**src/rtl/uart_tx_frame.sv**
```systemverilog
// uart_tx_frame
// Parametrised UART transmitter. One word is accepted per valid/ready
// handshake and sent as: start bit, DATA_W data bits (LSB first), an
// optional parity bit, then STOP_BITS stop bits.
// The baud divisor and parity sense are latched on the accept edge, so they
// may change between frames without disturbing a frame in flight.
// Optional feature macro: UART_TX_PARITY_EN (defined = parity bit present).
// tx_ready is combinational; every other output is registered.

module uart_tx_frame #(
    parameter int DATA_W    = 8,
    parameter int CPB_W     = 16,
    parameter int STOP_BITS = 1
) (
    input  logic              clk,
    input  logic              rst,
    input  logic [CPB_W-1:0]  clks_per_bit,
    input  logic              parity_odd,
    input  logic [DATA_W-1:0] tx_data,
    input  logic              tx_valid,
    output logic              tx_ready,
    output logic              UART_line,
    output logic              busy,
    output logic              done
);

    // Bit counter must reach DATA_W-1 (the largest count used).
    localparam int BCW = $clog2(DATA_W + 1);
    localparam logic [BCW-1:0] LAST_DATA = BCW'(DATA_W - 1);
    localparam logic [BCW-1:0] LAST_STOP = BCW'(STOP_BITS - 1);

    typedef enum logic [2:0] {
        S_IDLE   = 3'd0,
        S_START  = 3'd1,
        S_DATA   = 3'd2,
`ifdef UART_TX_PARITY_EN
        S_PARITY = 3'd3,
`endif
        S_STOP   = 3'd4
    } state_t;

`ifdef UART_TX_PARITY_EN
    // Parity bit over the whole word; odd selects inverted (odd) parity.
    function automatic logic f_parity(input logic [DATA_W-1:0] data, input logic odd);
        return (^data) ^ odd;
    endfunction
`endif

    // Registered state
    state_t             r_state;
    logic [CPB_W-1:0]   r_div_cnt;
    logic [CPB_W-1:0]   r_div_last;
    logic [BCW-1:0]     r_bit_cnt;
    logic [DATA_W-1:0]  r_shift;
    logic               r_line;
    logic               r_busy;
    logic               r_done;
`ifdef UART_TX_PARITY_EN
    logic               r_par;
`endif

    // Next-state values
    state_t             w_state_nxt;
    logic [CPB_W-1:0]   w_div_nxt;
    logic [CPB_W-1:0]   w_div_last_nxt;
    logic [BCW-1:0]     w_bit_nxt;
    logic [DATA_W-1:0]  w_shift_nxt;
    logic               w_line_nxt;
    logic               w_busy_nxt;
    logic               w_done_nxt;
`ifdef UART_TX_PARITY_EN
    logic               w_par_nxt;
`else
    logic               w_unused_parity_odd;
    assign w_unused_parity_odd = parity_odd;
`endif

    logic               w_wrap;
    logic               w_ready;
    logic               w_accept;
    logic [CPB_W-1:0]   w_cpb_last;

    // A bit ends on the cycle the divisor counter reaches its latched limit.
    assign w_wrap = (r_div_cnt == r_div_last);

    // A divisor of zero behaves as one cycle per bit (limit L-1 = 0).
    assign w_cpb_last = (clks_per_bit == {CPB_W{1'b0}}) ? {CPB_W{1'b0}}
                                                        : (clks_per_bit - CPB_W'(1));

    // Ready in idle, and in the final cycle of the last stop bit for gapless frames.
    always_comb begin
        w_ready = 1'b0;
        if (!rst) begin
            w_ready = 1'b0;
        end else if (r_state == S_IDLE) begin
            w_ready = 1'b1;
        end else if ((r_state == S_STOP) && (r_bit_cnt == LAST_STOP) && w_wrap) begin
            w_ready = 1'b1;
        end else begin
            w_ready = 1'b0;
        end
    end

    assign w_accept = tx_valid && w_ready;
    assign tx_ready = w_ready;

    // Frame sequencer: next state, bit timing, shift register and line value.
    always_comb begin
        w_state_nxt    = r_state;
        w_div_nxt      = r_div_cnt;
        w_div_last_nxt = r_div_last;
        w_bit_nxt      = r_bit_cnt;
        w_shift_nxt    = r_shift;
        w_line_nxt     = r_line;
        w_busy_nxt     = r_busy;
        w_done_nxt     = 1'b0;
`ifdef UART_TX_PARITY_EN
        w_par_nxt      = r_par;
`endif
        if (w_accept) begin
            // Accept: latch word and settings, start bit goes out immediately.
            // Accept only happens in idle or at the end of the last stop bit,
            // so coming from STOP means a frame just completed.
            w_state_nxt    = S_START;
            w_div_nxt      = {CPB_W{1'b0}};
            w_div_last_nxt = w_cpb_last;
            w_bit_nxt      = {BCW{1'b0}};
            w_shift_nxt    = tx_data;
            w_line_nxt     = 1'b0;
            w_busy_nxt     = 1'b1;
            w_done_nxt     = (r_state == S_STOP);
`ifdef UART_TX_PARITY_EN
            w_par_nxt      = f_parity(tx_data, parity_odd);
`endif
        end else begin
            case (r_state)
                S_IDLE: begin
                    w_div_nxt  = {CPB_W{1'b0}};
                    w_bit_nxt  = {BCW{1'b0}};
                    w_line_nxt = 1'b1;
                    w_busy_nxt = 1'b0;
                end
                S_START: begin
                    if (w_wrap) begin
                        w_div_nxt   = {CPB_W{1'b0}};
                        w_state_nxt = S_DATA;
                        w_bit_nxt   = {BCW{1'b0}};
                        w_line_nxt  = r_shift[0];
                        w_shift_nxt = {1'b0, r_shift[DATA_W-1:1]};
                    end else begin
                        w_div_nxt   = r_div_cnt + CPB_W'(1);
                    end
                end
                S_DATA: begin
                    if (w_wrap) begin
                        w_div_nxt = {CPB_W{1'b0}};
                        if (r_bit_cnt == LAST_DATA) begin
                            w_bit_nxt   = {BCW{1'b0}};
`ifdef UART_TX_PARITY_EN
                            w_state_nxt = S_PARITY;
                            w_line_nxt  = r_par;
`else
                            w_state_nxt = S_STOP;
                            w_line_nxt  = 1'b1;
`endif
                        end else begin
                            w_bit_nxt   = r_bit_cnt + BCW'(1);
                            w_line_nxt  = r_shift[0];
                            w_shift_nxt = {1'b0, r_shift[DATA_W-1:1]};
                        end
                    end else begin
                        w_div_nxt = r_div_cnt + CPB_W'(1);
                    end
                end
`ifdef UART_TX_PARITY_EN
                S_PARITY: begin
                    if (w_wrap) begin
                        w_div_nxt   = {CPB_W{1'b0}};
                        w_state_nxt = S_STOP;
                        w_bit_nxt   = {BCW{1'b0}};
                        w_line_nxt  = 1'b1;
                    end else begin
                        w_div_nxt   = r_div_cnt + CPB_W'(1);
                    end
                end
`endif
                S_STOP: begin
                    if (w_wrap) begin
                        w_div_nxt = {CPB_W{1'b0}};
                        if (r_bit_cnt == LAST_STOP) begin
                            w_state_nxt = S_IDLE;
                            w_bit_nxt   = {BCW{1'b0}};
                            w_line_nxt  = 1'b1;
                            w_busy_nxt  = 1'b0;
                            w_done_nxt  = 1'b1;
                        end else begin
                            w_bit_nxt   = r_bit_cnt + BCW'(1);
                        end
                    end else begin
                        w_div_nxt = r_div_cnt + CPB_W'(1);
                    end
                end
                default: begin
                    w_state_nxt = S_IDLE;
                    w_div_nxt   = {CPB_W{1'b0}};
                    w_bit_nxt   = {BCW{1'b0}};
                    w_line_nxt  = 1'b1;
                    w_busy_nxt  = 1'b0;
                end
            endcase
        end
    end

    // State and datapath registers; reset aborts any frame and idles the line.
    always_ff @(posedge clk) begin
        if (!rst) begin
            r_state    <= S_IDLE;
            r_div_cnt  <= {CPB_W{1'b0}};
            r_div_last <= {CPB_W{1'b0}};
            r_bit_cnt  <= {BCW{1'b0}};
            r_shift    <= {DATA_W{1'b0}};
            r_line     <= 1'b1;
            r_busy     <= 1'b0;
            r_done     <= 1'b0;
`ifdef UART_TX_PARITY_EN
            r_par      <= 1'b0;
`endif
        end else begin
            r_state    <= w_state_nxt;
            r_div_cnt  <= w_div_nxt;
            r_div_last <= w_div_last_nxt;
            r_bit_cnt  <= w_bit_nxt;
            r_shift    <= w_shift_nxt;
            r_line     <= w_line_nxt;
            r_busy     <= w_busy_nxt;
            r_done     <= w_done_nxt;
`ifdef UART_TX_PARITY_EN
            r_par      <= w_par_nxt;
`endif
        end
    end

    assign UART_line = r_line;
    assign busy      = r_busy;
    assign done      = r_done;

endmodule

```
**config.mk**
```make
export PLATFORM = sky130hd
export DESIGN_NAME = uart_tx_frame
export DESIGN_NICKNAME = d
export VERILOG_FILES = /design/src/rtl/uart_tx_frame.sv
export SDC_FILE = /design/constraint.sdc
export NUM_CORES = 1
export LEC_CHECK = 0
export BUFFER_PORTS_ARGS = -buffer_cell sky130_fd_sc_hd__buf_2
export CORE_MARGIN = 4
export CORE_UTILIZATION = 30
export DETAILED_ROUTE_END_ITERATION = 12
export PLACE_DENSITY = 0.5
export SLEW_MARGIN = 20
export SYNTH_ARGS = -nofsm -noshare
export SYNTH_HDL_FRONTEND = slang
export SYNTH_SLANG_ARGS = --single-unit
```
**constraint.sdc**
```tcl
create_clock -name clk -period 3.1 [get_ports clk]
set_input_delay 0.155 -clock clk [delete_from_list [all_inputs] [get_ports clk]]
set_output_delay 0.155 -clock clk [all_outputs]
set_load 0.05 [all_outputs]
```
==> results of run 1 <==
-- per-layer routing --
| layer | GRT usage | vias up | routed length [µm] |
|---|---|---|---|
| met1 | 0.175 | 1133 | 3520 |
| met5 | 0 | - | 0 |
| li1 | - | 1240 | - |
| met3 | 0.0202 | 4 | 145 |
| met2 | 0.199 | 33 | 3040 |
| met4 | 0.0305 | 0 | 55 |
-- kinds of logic (layout without fill, tap and decap cells) --
family / Yosys count / count (layout) / synth area share
AOI/OAI and AO/OA: 61 / 61 / 0.160
muxes: 27 / 27 / 0.0978
DFF: 50 / 50 / 0.351
xor gates and xnor gates: 42 / 42 / 0.129
adders and majority gates: 4 / 4 / 0.0175
buffers and inverters: 24 / 55 / 0.0329
and+or+nand+nor: 117 / 117 / 0.212
-- cell type report --
type	count	share of cell area
tap	129	0.0497
clock buffer	7	0.0235
inverter	9	0.0104
sequential	50	0.308
multi-input combinational	251	0.541
timing repair buffer	39	0.0670
-- per-stage QoR --
step | utilization | area [µm²] | total power [µW]
detailed placement | 0.343 | 3170 | 983
floorplan | - | 2850 | 895
CTS | 0.352 | 3250 | 1350
global placement | 0.343 | 3170 | 977
finish | 0.352 | 3250 | 1330
global route | 0.352 | 3250 | 1400
-- how the worst max path moves through the flow --
| stage | endpoint | slack [ps] | start |
|---|---|---|---|
| finish | tx_ready | 480 | r_div_cnt[7]$_SDFF_PP0_ |
| global route | tx_ready | 300 | r_div_cnt[7]$_SDFF_PP0_ |
| CTS | tx_ready | 460 | r_div_cnt[7]$_SDFF_PP0_ |
| detailed placement | busy$_SDFFE_PN0P_ | 600 | r_state[0]$_SDFFE_PN0P_ |
| global placement | busy$_SDFFE_PN0P_ | 650 | r_state[0]$_SDFFE_PN0P_ |
| floorplan | tx_ready | 560 | r_div_cnt[7]$_SDFF_PP0_ |
-- worst max-delay path, stage by stage, from the launching register on --
cell     delay (ps)
dfxtp_1         370
xor2_1          160
nor4_1          470
and4_1          600
a21oi_1         170
nor2_1          130
buf_2           280
-- state kept, by name, indices dropped and copies added, names as in the netlist --
name	cells
done	1
r_state	3
r_div_last	16
r_shift	8
busy	1
r_div_cnt	16
r_bit_cnt	4
UART_line	1
-- power breakdown --
group	internal, µW	total, µW	switching (µW)
registers	675	704	28.9
logic	111	263	152
clock network	156	359	203
-- cells in the final DEF, fill, tap and decap left out, types with 9 or more instances in the layout --
master	count
a211oi_1	14
a21oi_1	10
buf_2	30
buf_4	9
dfxtp_1	50
mux2i_1	20
nand2_1	21
nand3_1	18
nor2_1	28
o2bb2ai_1	13
xnor2_1	16
xor2_1	26
==> flow_metrics.env, run 1 <==
export IMPL_cts_root_buf="clkbuf_8"
export IMPL_clk_pin_slew_ps=90
export IMPL_synth_top_flop_cell="dfxtp_1"
export IMPL_reg2reg_slack_ps=640
export IMPL_max_freq_mhz=382
export IMPL_synth_top_area_cell="dfxtp_1"
export IMPL_dp_slack_ps=597
export IMPL_fin_setup_tns_ps=0
export IMPL_layoutNonFillerInstCount=485
export IMPL_worstSkewPairLatency_ps=300
export IMPL_synth_seq_cells=50
export IMPL_cts_tree="done"
export IMPL_hp_class="in2reg"
export IMPL_maxCapViolCount=0
export IMPL_drtPass1Iterations=5
export IMPL_register_area_mm2=0.00100
export IMPL_wl_per_cell_um=13.9
export IMPL_grt_max_degree=18
export IMPL_whs_path_depth=2
export IMPL_hold_viol=0
export IMPL_drv_slew=0
export IMPL_wl_um=6760
export IMPL_vias_per_cell=4.97
export IMPL_syn_area_mm2=0.00285
export IMPL_p_per_area_mw_per_mm2=408
export IMPL_antenna_found_initial=0
export IMPL_cts_resized=0
export IMPL_avgSynthCellArea_um2=8.78
export IMPL_path_class="reg2out"
export IMPL_area_delta_synth_final_pct=13.9
export IMPL_start_kind="flip-flop"
export IMPL_die_h_um=106
export IMPL_r2r_start="r_state[0]$_SDFFE_PN0P_"
export IMPL_period_needed_ps=2620
export IMPL_synth_top_area_share=0.351
export IMPL_synthTopCellsByCount="50 x dfxtp_1, 28 x nor2_1, 26 x xor2_1"
export IMPL_crit_path_end_kind="output port"
export IMPL_grt_pass1_wl_um=11500
export IMPL_overflow=0
export IMPL_antenna_cells=0
export IMPL_rsz0062_at_grt="no"
export IMPL_setup_viol=0
export IMPL_leakage_uw=0.00121
export IMPL_holdBufCountCts=0
export IMPL_fin_worst_skew_ps=9.29
export IMPL_crit_arrival_ps=2460
export IMPL_synth_edf_count=0
export IMPL_synth_warnings=0
export IMPL_synth_area_leaders="dfxtp_1 35%, xor2_1 8.0%, mux2i_1 7.0%"
export IMPL_worstMarginPinSlew_ps=788
export IMPL_holdCritStartpoint="clks_per_bit[0]"
export IMPL_post_cts_buffers=0
export IMPL_synth_nets=357
export IMPL_dp_hpwl_um=5050
export IMPL_hold_end="r_div_last[0]$_SDFFE_PN0N_"
export IMPL_finalNetCount=388
export IMPL_core_mm2=0.00924
export IMPL_drcViolationCount=0
export IMPL_synth_seq_area_share=0.351
export IMPL_setup_slack_ps=484
export IMPL_holdWs_ps=62.1
export IMPL_drtIter0Drc=73
export IMPL_floorplan_initialDensity=0.309
export IMPL_drtAntennaViolNets=0
export IMPL_cts_sinks=50
export IMPL_synth_most_common_cell="dfxtp_1"
export IMPL_h_tree_depth=2
export IMPL_ir_drop_mv=0.191
export IMPL_fin_crit_sh=0.844
export IMPL_multi_input_area_mm2=0.00176
export IMPL_die_w_um=106
export IMPL_dieArea_mm2=0.0111
export IMPL_globalplace_congestion=0.736
export IMPL_critPathMaxFanout=13
export IMPL_vias=2410
export IMPL_cts_buffers=5
export IMPL_drive_above_1_share=0.154
export IMPL_rows=35
export IMPL_io_pins=32
export IMPL_worst_r2r_endpoint="busy$_SDFFE_PN0P_"
export IMPL_syn_inst=325
export IMPL_status="finished clean"
export IMPL_numPortBuffers=30
export IMPL_grt_pass1_vias=2394
export IMPL_grt_use_total=0.124
export IMPL_placedCellCount=478
export IMPL_async_flop_share=0
export IMPL_synth_cell_type_count=45
export IMPL_worstPathRequired_ps=2940
export IMPL_slew_limit_headroom=0.472
export IMPL_cts_max_path_buffers=2
export IMPL_fillers=997
export IMPL_reg2reg_depth=4
(Power assumes the default switching activity.)
==> run 2, diff against run 1 <==
- ABC_AREA: default -> 1
- PLACE_DENSITY: 0.5 -> 0.52
- clock period: 3.1 -> 2.2 ns (I/O delays scaled with it)
==> flow_metrics.env, run 2 <==
export IMPL_status="finished clean"
export IMPL_fin_crit_sh=0.878
export IMPL_setup_viol=0
export IMPL_reg2reg_depth=15
export IMPL_rows=34
export IMPL_drtIter0Drc=96
export IMPL_area_delta_synth_final_pct=16.0
export IMPL_crit_arrival_ps=2170
export IMPL_grt_max_degree=19
export IMPL_cp_common_cell="nand2_1"
export IMPL_globalplace_congestion=0.781
export IMPL_synth_simple_area_share=0.365
export IMPL_syn_inst=428
export IMPL_hold_viol=0
export IMPL_io_pins=32
export IMPL_synth_xor_area_frac=0.0563
export IMPL_synth_cell_type_count=34
export IMPL_critPathMaxFanout=15
export IMPL_period_needed_ps=1930
export IMPL_slowest_delay_ps=380
export IMPL_cts_sinks=50
export IMPL_wl_per_cell_um=10.9
export IMPL_hp_class="in2reg"
export IMPL_synthMuxAreaShare=0
export IMPL_grt_use_total=0.120
export IMPL_ir_drop_mv=0.223
export IMPL_worstSkewPairLatency_ps=300
export IMPL_drive_above_1_share=0.155
export IMPL_fin_setup_tns_ps=0
export IMPL_holdBufCountCts=0
export IMPL_setup_slack_ps=269
export IMPL_synth_warnings=0
export IMPL_reg_top3="r_div_cnt (16), r_div_last (16), r_shift (8)"
export IMPL_finalPower_uw=1930
export IMPL_endpoint="r_shift[1]$_SDFFE_PN0P_"
export IMPL_path_class="reg2reg"
export IMPL_syn_area_mm2=0.00280
export IMPL_mostFrequentLayoutCells="125 x nand2_1, 66 x inv_1, 55 x nor2_1, 47 x dfxtp_1, 30 x buf_2"
export IMPL_fillers=944
export IMPL_p_per_area_mw_per_mm2=595
export IMPL_vias=2578
export IMPL_worstPathRequired_ps=2440
export IMPL_synth_top_family_by_area="simple AND/OR/NAND/NOR gates"
export IMPL_drtPass1Iterations=4
export IMPL_async_flop_share=0
export IMPL_worst_path_max_delay_cell="dfxtp_1"
export IMPL_synth_area_leaders="dfxtp_1 36%, nand2_1 17%, inv_1 8.8%"
export IMPL_synth_top_flop_cell="dfxtp_1"
export IMPL_grt_pass1_wl_um=11000
export IMPL_final_common_cell="nand2_1"
export IMPL_antenna_cells=0
export IMPL_start_kind="flip-flop"
export IMPL_drv_slew=0
export IMPL_worstMarginPinSlew_ps=381
export IMPL_numPortBuffers=30
export IMPL_layoutNonFillerInstCount=579
export IMPL_dp_hpwl_um=4920
export IMPL_core_mm2=0.00889
export IMPL_crit_path_end_kind="flip-flop"
export IMPL_clk_pin_slew_ps=90
export IMPL_synth_top_area_share=0.357
export IMPL_cp_startpoint="r_div_cnt[0]$_SDFF_PP0_"
export IMPL_synth_compound_area_frac=0.0875
export IMPL_wl_um=6320
export IMPL_placedCellCount=567
export IMPL_grt_pass1_vias=2459
export IMPL_r2r_start="r_div_cnt[0]$_SDFF_PP0_"
export IMPL_crit_chain="inv_1, nand2_1, nand2_1, nor2_1, nand2_1, nor2_4, nand3_2, nand2_2, nand3_4, buf_6, nand2_4, nand2_4, nand2_1, nand2_1, nor2_1"
export IMPL_cts_buffers=5
export IMPL_finalNetCount=502
export IMPL_synth_nets=460
export IMPL_synth_seq_area_share=0.357
export IMPL_maxCapViolCount=0
export IMPL_fin_worst_skew_ps=11.1
export IMPL_max_freq_mhz=518
export IMPL_synth_most_common_cell="nand2_1"
export IMPL_reg2reg_slack_ps=270
export IMPL_drtAntennaViolNets=0
export IMPL_leakage_uw=0.00146
export IMPL_die_w_um=105
export IMPL_cts_root_buf="clkbuf_8"
export IMPL_dieArea_mm2=0.0109
export IMPL_die_h_um=105
export IMPL_dp_slack_ps=62.9
export IMPL_antenna_found_initial=0
export IMPL_overflow=0
export IMPL_cts_tree="done"
export IMPL_synthAdderAreaFrac=0.0179
export IMPL_h_tree_depth=2
export IMPL_floorplan_initialDensity=0.315
export IMPL_synth_top_area_cell="dfxtp_1"
export IMPL_slew_limit_headroom=0.746
export IMPL_rsz0062_at_grt="no"
export IMPL_worst_r2r_endpoint="r_shift[1]$_SDFFE_PN0P_"
export IMPL_avgSynthCellArea_um2=6.55
export IMPL_drcViolationCount=0
export IMPL_vias_per_cell=4.45
export IMPL_synthTopCellsByCount="125 x nand2_1, 66 x inv_1, 55 x nor2_1"
export IMPL_synth_seq_cells=50
export IMPL_cts_max_path_buffers=2
export IMPL_synth_edf_count=0
## run 2: how the worst min path moves through the flow
| stage | startpoint | end | slack (ps) | cells past startpoint |
|---|---|---|---|---|
| 2_1_floorplan | clks_per_bit[0] | r_div_last[0]$_SDFFE_PN0N_ | 220 | 1 |
| 3_3_place_gp | clks_per_bit[0] | r_div_last[0]$_SDFFE_PN0N_ | 330 | 2 |
| 3_5_place_dp | clks_per_bit[0] | r_div_last[0]$_SDFFE_PN0N_ | 330 | 2 |
| 4_1_cts | clks_per_bit[0] | r_div_last[0]$_SDFFE_PN0N_ | 0.9 | 2 |
| 5_1_grt | clks_per_bit[0] | r_div_last[0]$_SDFFE_PN0N_ | 8 | 2 |
| 6_report | clks_per_bit[0] | r_div_last[0]$_SDFFE_PN0N_ | 10 | 2 |
## run 2: area by class of cell
class | count | area (µm²) | share of cell area
clock inverter | 1 | 5.00 | 0.00154
clock buffer | 7 | 86.3 | 0.0266
tap | 108 | 135 | 0.0416
sequential | 50 | 1000 | 0.309
multi-input combinational | 299 | 1490 | 0.457
timing repair buffer | 44 | 272 | 0.0835
inverter | 70 | 263 | 0.0808
## run 2: critical path, delay by kind of cell (launching register included)
kind | cells | cell delay, ps
buf+inv | 2 | 270
simple gates | 13 | 1220
flops | 1 | 380
## run 2: power breakdown
part           internal (µW)  switching (µW)  total (µW)
clock                    255             308         562
sequential               958            25.1         983
combinational            146             243         389
## run 2: routing by layer
layer | global-route usage | wire [µm] | vias to the layer above
li1 | - | - | 1410
met1 | 0.157 | 3240 | 1137
met2 | 0.199 | 2880 | 29
met3 | 0.0210 | 143 | 2
met4 | 0.0394 | 57 | 0
met5 | 0 | 0 | -
## run 2: logic make-up (layout without fill, tap and decap cells)
family,after synthesis,in the layout
AO/OA/AOI/OAI,43,43
adder cells (fa/ha/maj),4,4
flip-flops,50,50
buffers and inverters,79,122
AND/OR/NAND/NOR,234,234
XOR/XNOR,18,18
## run 2: what timing repair did
action / 4_1_cts / 5_1_grt
setup buffers: 0 / 4
setup endpoints to repair: 0 / 22
gates resized for setup: 0 / 6
## run 2: stage by stage
step,util,hold slack [ps],instance area [µm²]
2_1_floorplan,-,216,2800
3_3_place_gp,0.350,325,3110
3_5_place_dp,0.350,328,3110
4_1_cts,0.360,0.895,3200
5_1_grt,0.366,7.90,3250
6_report,0.366,10.3,3250
==> run 3, diff against run 2 <==
- CORE_UTILIZATION: 30 -> 60
- PLACE_DENSITY: 0.52 -> 0.86
- clock period: 2.2 -> 2.4 ns (I/O delays scaled with it)
==> flow_metrics.env, run 3 (synthesized netlist as in run 2, its figures left out) <==
export IMPL_r2r_start="r_div_cnt[0]$_SDFF_PP0_"
export IMPL_leakage_uw=0.00141
export IMPL_post_cts_buffers=0
export IMPL_drv_slew=0
export IMPL_worst_path_max_delay_cell="dfxtp_1"
export IMPL_period_needed_ps=2110
export IMPL_wl_per_cell_um=11.5
export IMPL_cp_common_cell="nand2_1"
export IMPL_reg2reg_depth=12
export IMPL_finalNetCount=492
export IMPL_fin_crit_sh=0.880
export IMPL_fin_worst_skew_ps=3.34
export IMPL_globalplace_congestion=0.856
export IMPL_start_kind="flip-flop"
export IMPL_cts_tree="done"
export IMPL_cts_sinks=50
export IMPL_status="finished clean"
export IMPL_cts_max_path_buffers=2
export IMPL_slew_limit_headroom=0.695
export IMPL_max_freq_mhz=473
export IMPL_core_mm2=0.00444
export IMPL_antenna_found_initial=0
export IMPL_crit_chain="inv_1, nand2_1, nand2_1, nor2_1, nand2_1, nor2_2, nand3_2, nand2_2, nand3_4, nor2_2, inv_1, o22ai_1"
export IMPL_wl_um=5910
export IMPL_path_class="reg2reg"
export IMPL_cts_root_buf="clkbuf_8"
export IMPL_post_route_util=0.693
export IMPL_drtPass1Iterations=4
export IMPL_ir_drop_mv=0.430
export IMPL_dieArea_mm2=0.00583
export IMPL_drive_above_1_share=0.130
export IMPL_drcViolationCount=0
export IMPL_reg_top3="r_div_cnt (16), r_div_last (16), r_shift (8)"
export IMPL_die_w_um=76.3
export IMPL_maxCapViolCount=0
export IMPL_path_buf_inv=2
export IMPL_multi_input_area_mm2=0.00148
export IMPL_use_met2=0.367
export IMPL_rows=24
export IMPL_vias_per_cell=5.07
export IMPL_antenna_cells=0
export IMPL_dp_hpwl_um=4440
export IMPL_cts_buffers=5
export IMPL_slowest_delay_ps=400
export IMPL_vias=2603
export IMPL_drtAntennaViolNets=0
export IMPL_grt_use_met3=0.0449
export IMPL_crit_arrival_ps=2340
export IMPL_holdCritStartpoint="clks_per_bit[0]"
export IMPL_use_met1=0.248
export IMPL_drtIter0Drc=127
export IMPL_critPathMaxFanout=18
export IMPL_hold_viol=0
export IMPL_p_per_area_mw_per_mm2=568
export IMPL_rsz0062_at_grt="no"
export IMPL_holdBufCountCts=0
export IMPL_floorplan_initialDensity=0.630
export IMPL_fin_setup_tns_ps=0
export IMPL_numPortBuffers=30
export IMPL_grt_use_total=0.206
export IMPL_grt_busiest_layer="met2"
export IMPL_critical_path_top_delay_family="simple AND/OR/NAND/NOR gates"
export IMPL_worstPathRequired_ps=2630
export IMPL_whs_path_depth=2
export IMPL_overflow=0
export IMPL_grt_max_degree=19
export IMPL_register_area_mm2=0.00100
export IMPL_hp_class="in2reg"
export IMPL_grt_pass1_wl_um=9940
export IMPL_setup_viol=0
export IMPL_fillers=381
export IMPL_reg2reg_slack_ps=290
export IMPL_h_tree_depth=2
export IMPL_final_common_cell="nand2_1"
export IMPL_cts_resized=0
export IMPL_worstSkewPairLatency_ps=300
export IMPL_area_delta_synth_final_pct=9.92
export IMPL_clk_pin_slew_ps=90
export IMPL_crit_path_end_kind="flip-flop"
export IMPL_hold_end="r_div_last[0]$_SDFFE_PN0N_"
export IMPL_worst_r2r_endpoint="r_div_last[3]$_SDFFE_PN0N_"
export IMPL_worstMarginPinSlew_ps=457
export IMPL_mostFrequentLayoutCells="125 x nand2_1, 66 x inv_1, 55 x nor2_1, 50 x dfxtp_1, 30 x buf_2"
export IMPL_die_h_um=76.3
export IMPL_grt_pass1_vias=2344
export IMPL_io_pins=32
[run 3: power by group]
group          internal (µW)  switching [µW]  total, µW
Combinational            118             218        336
Sequential               878            23.1        901
Clock                    232             281        513
Total                   1230             522       1750
[run 3: per-layer routing]
metal / part of all wire / vias up / wire, µm
met5: 0 / - / 0
met4: 0.014 / 0 / 80
met3: 0.042 / 8 / 247
met2: 0.48 / 59 / 2820
met1: 0.47 / 1142 / 2760
li1: - / 1394 / -
[run 3: per-stage QoR]
stage               total power (µW)  hold WS (ps)  worst slack (ps)  cells  cell area, µm²
floorplan                       1180           226               571    428            2800
global placement                1240           327               363    505            2980
detailed placement              1250           343               291    505            2980
CTS                             1760          20.1               269    513            3080
global route                    1850          28.7              58.2    513            3080
finish                          1750          17.2               288    513            3080
[run 3: how the worst max path moves through the flow]
stage	start	endpoint	slack, ps	cells after the start
detailed placement	r_div_cnt[0]$_SDFF_PP0_	r_bit_cnt[1]$_SDFFE_PP0P_	290	11
global route	r_div_cnt[0]$_SDFF_PP0_	r_div_last[0]$_SDFFE_PN0N_	60	12
floorplan	r_div_cnt[10]$_SDFF_PP0_	tx_ready	570	8
finish	r_div_cnt[0]$_SDFF_PP0_	r_div_last[3]$_SDFFE_PN0N_	290	12
global placement	r_div_cnt[0]$_SDFF_PP0_	r_div_last[7]$_SDFFE_PN0N_	360	12
CTS	r_div_cnt[0]$_SDFF_PP0_	r_div_last[7]$_SDFFE_PN0N_	270	12
[run 3: final cells by class]
class                      count  area share
multi-input combinational    299       0.479
timing repair buffer          34      0.0585
sequential                    50       0.325
clock inverter                 2     0.00406
inverter                      70      0.0853
tap                           52      0.0211
clock buffer                   6      0.0268
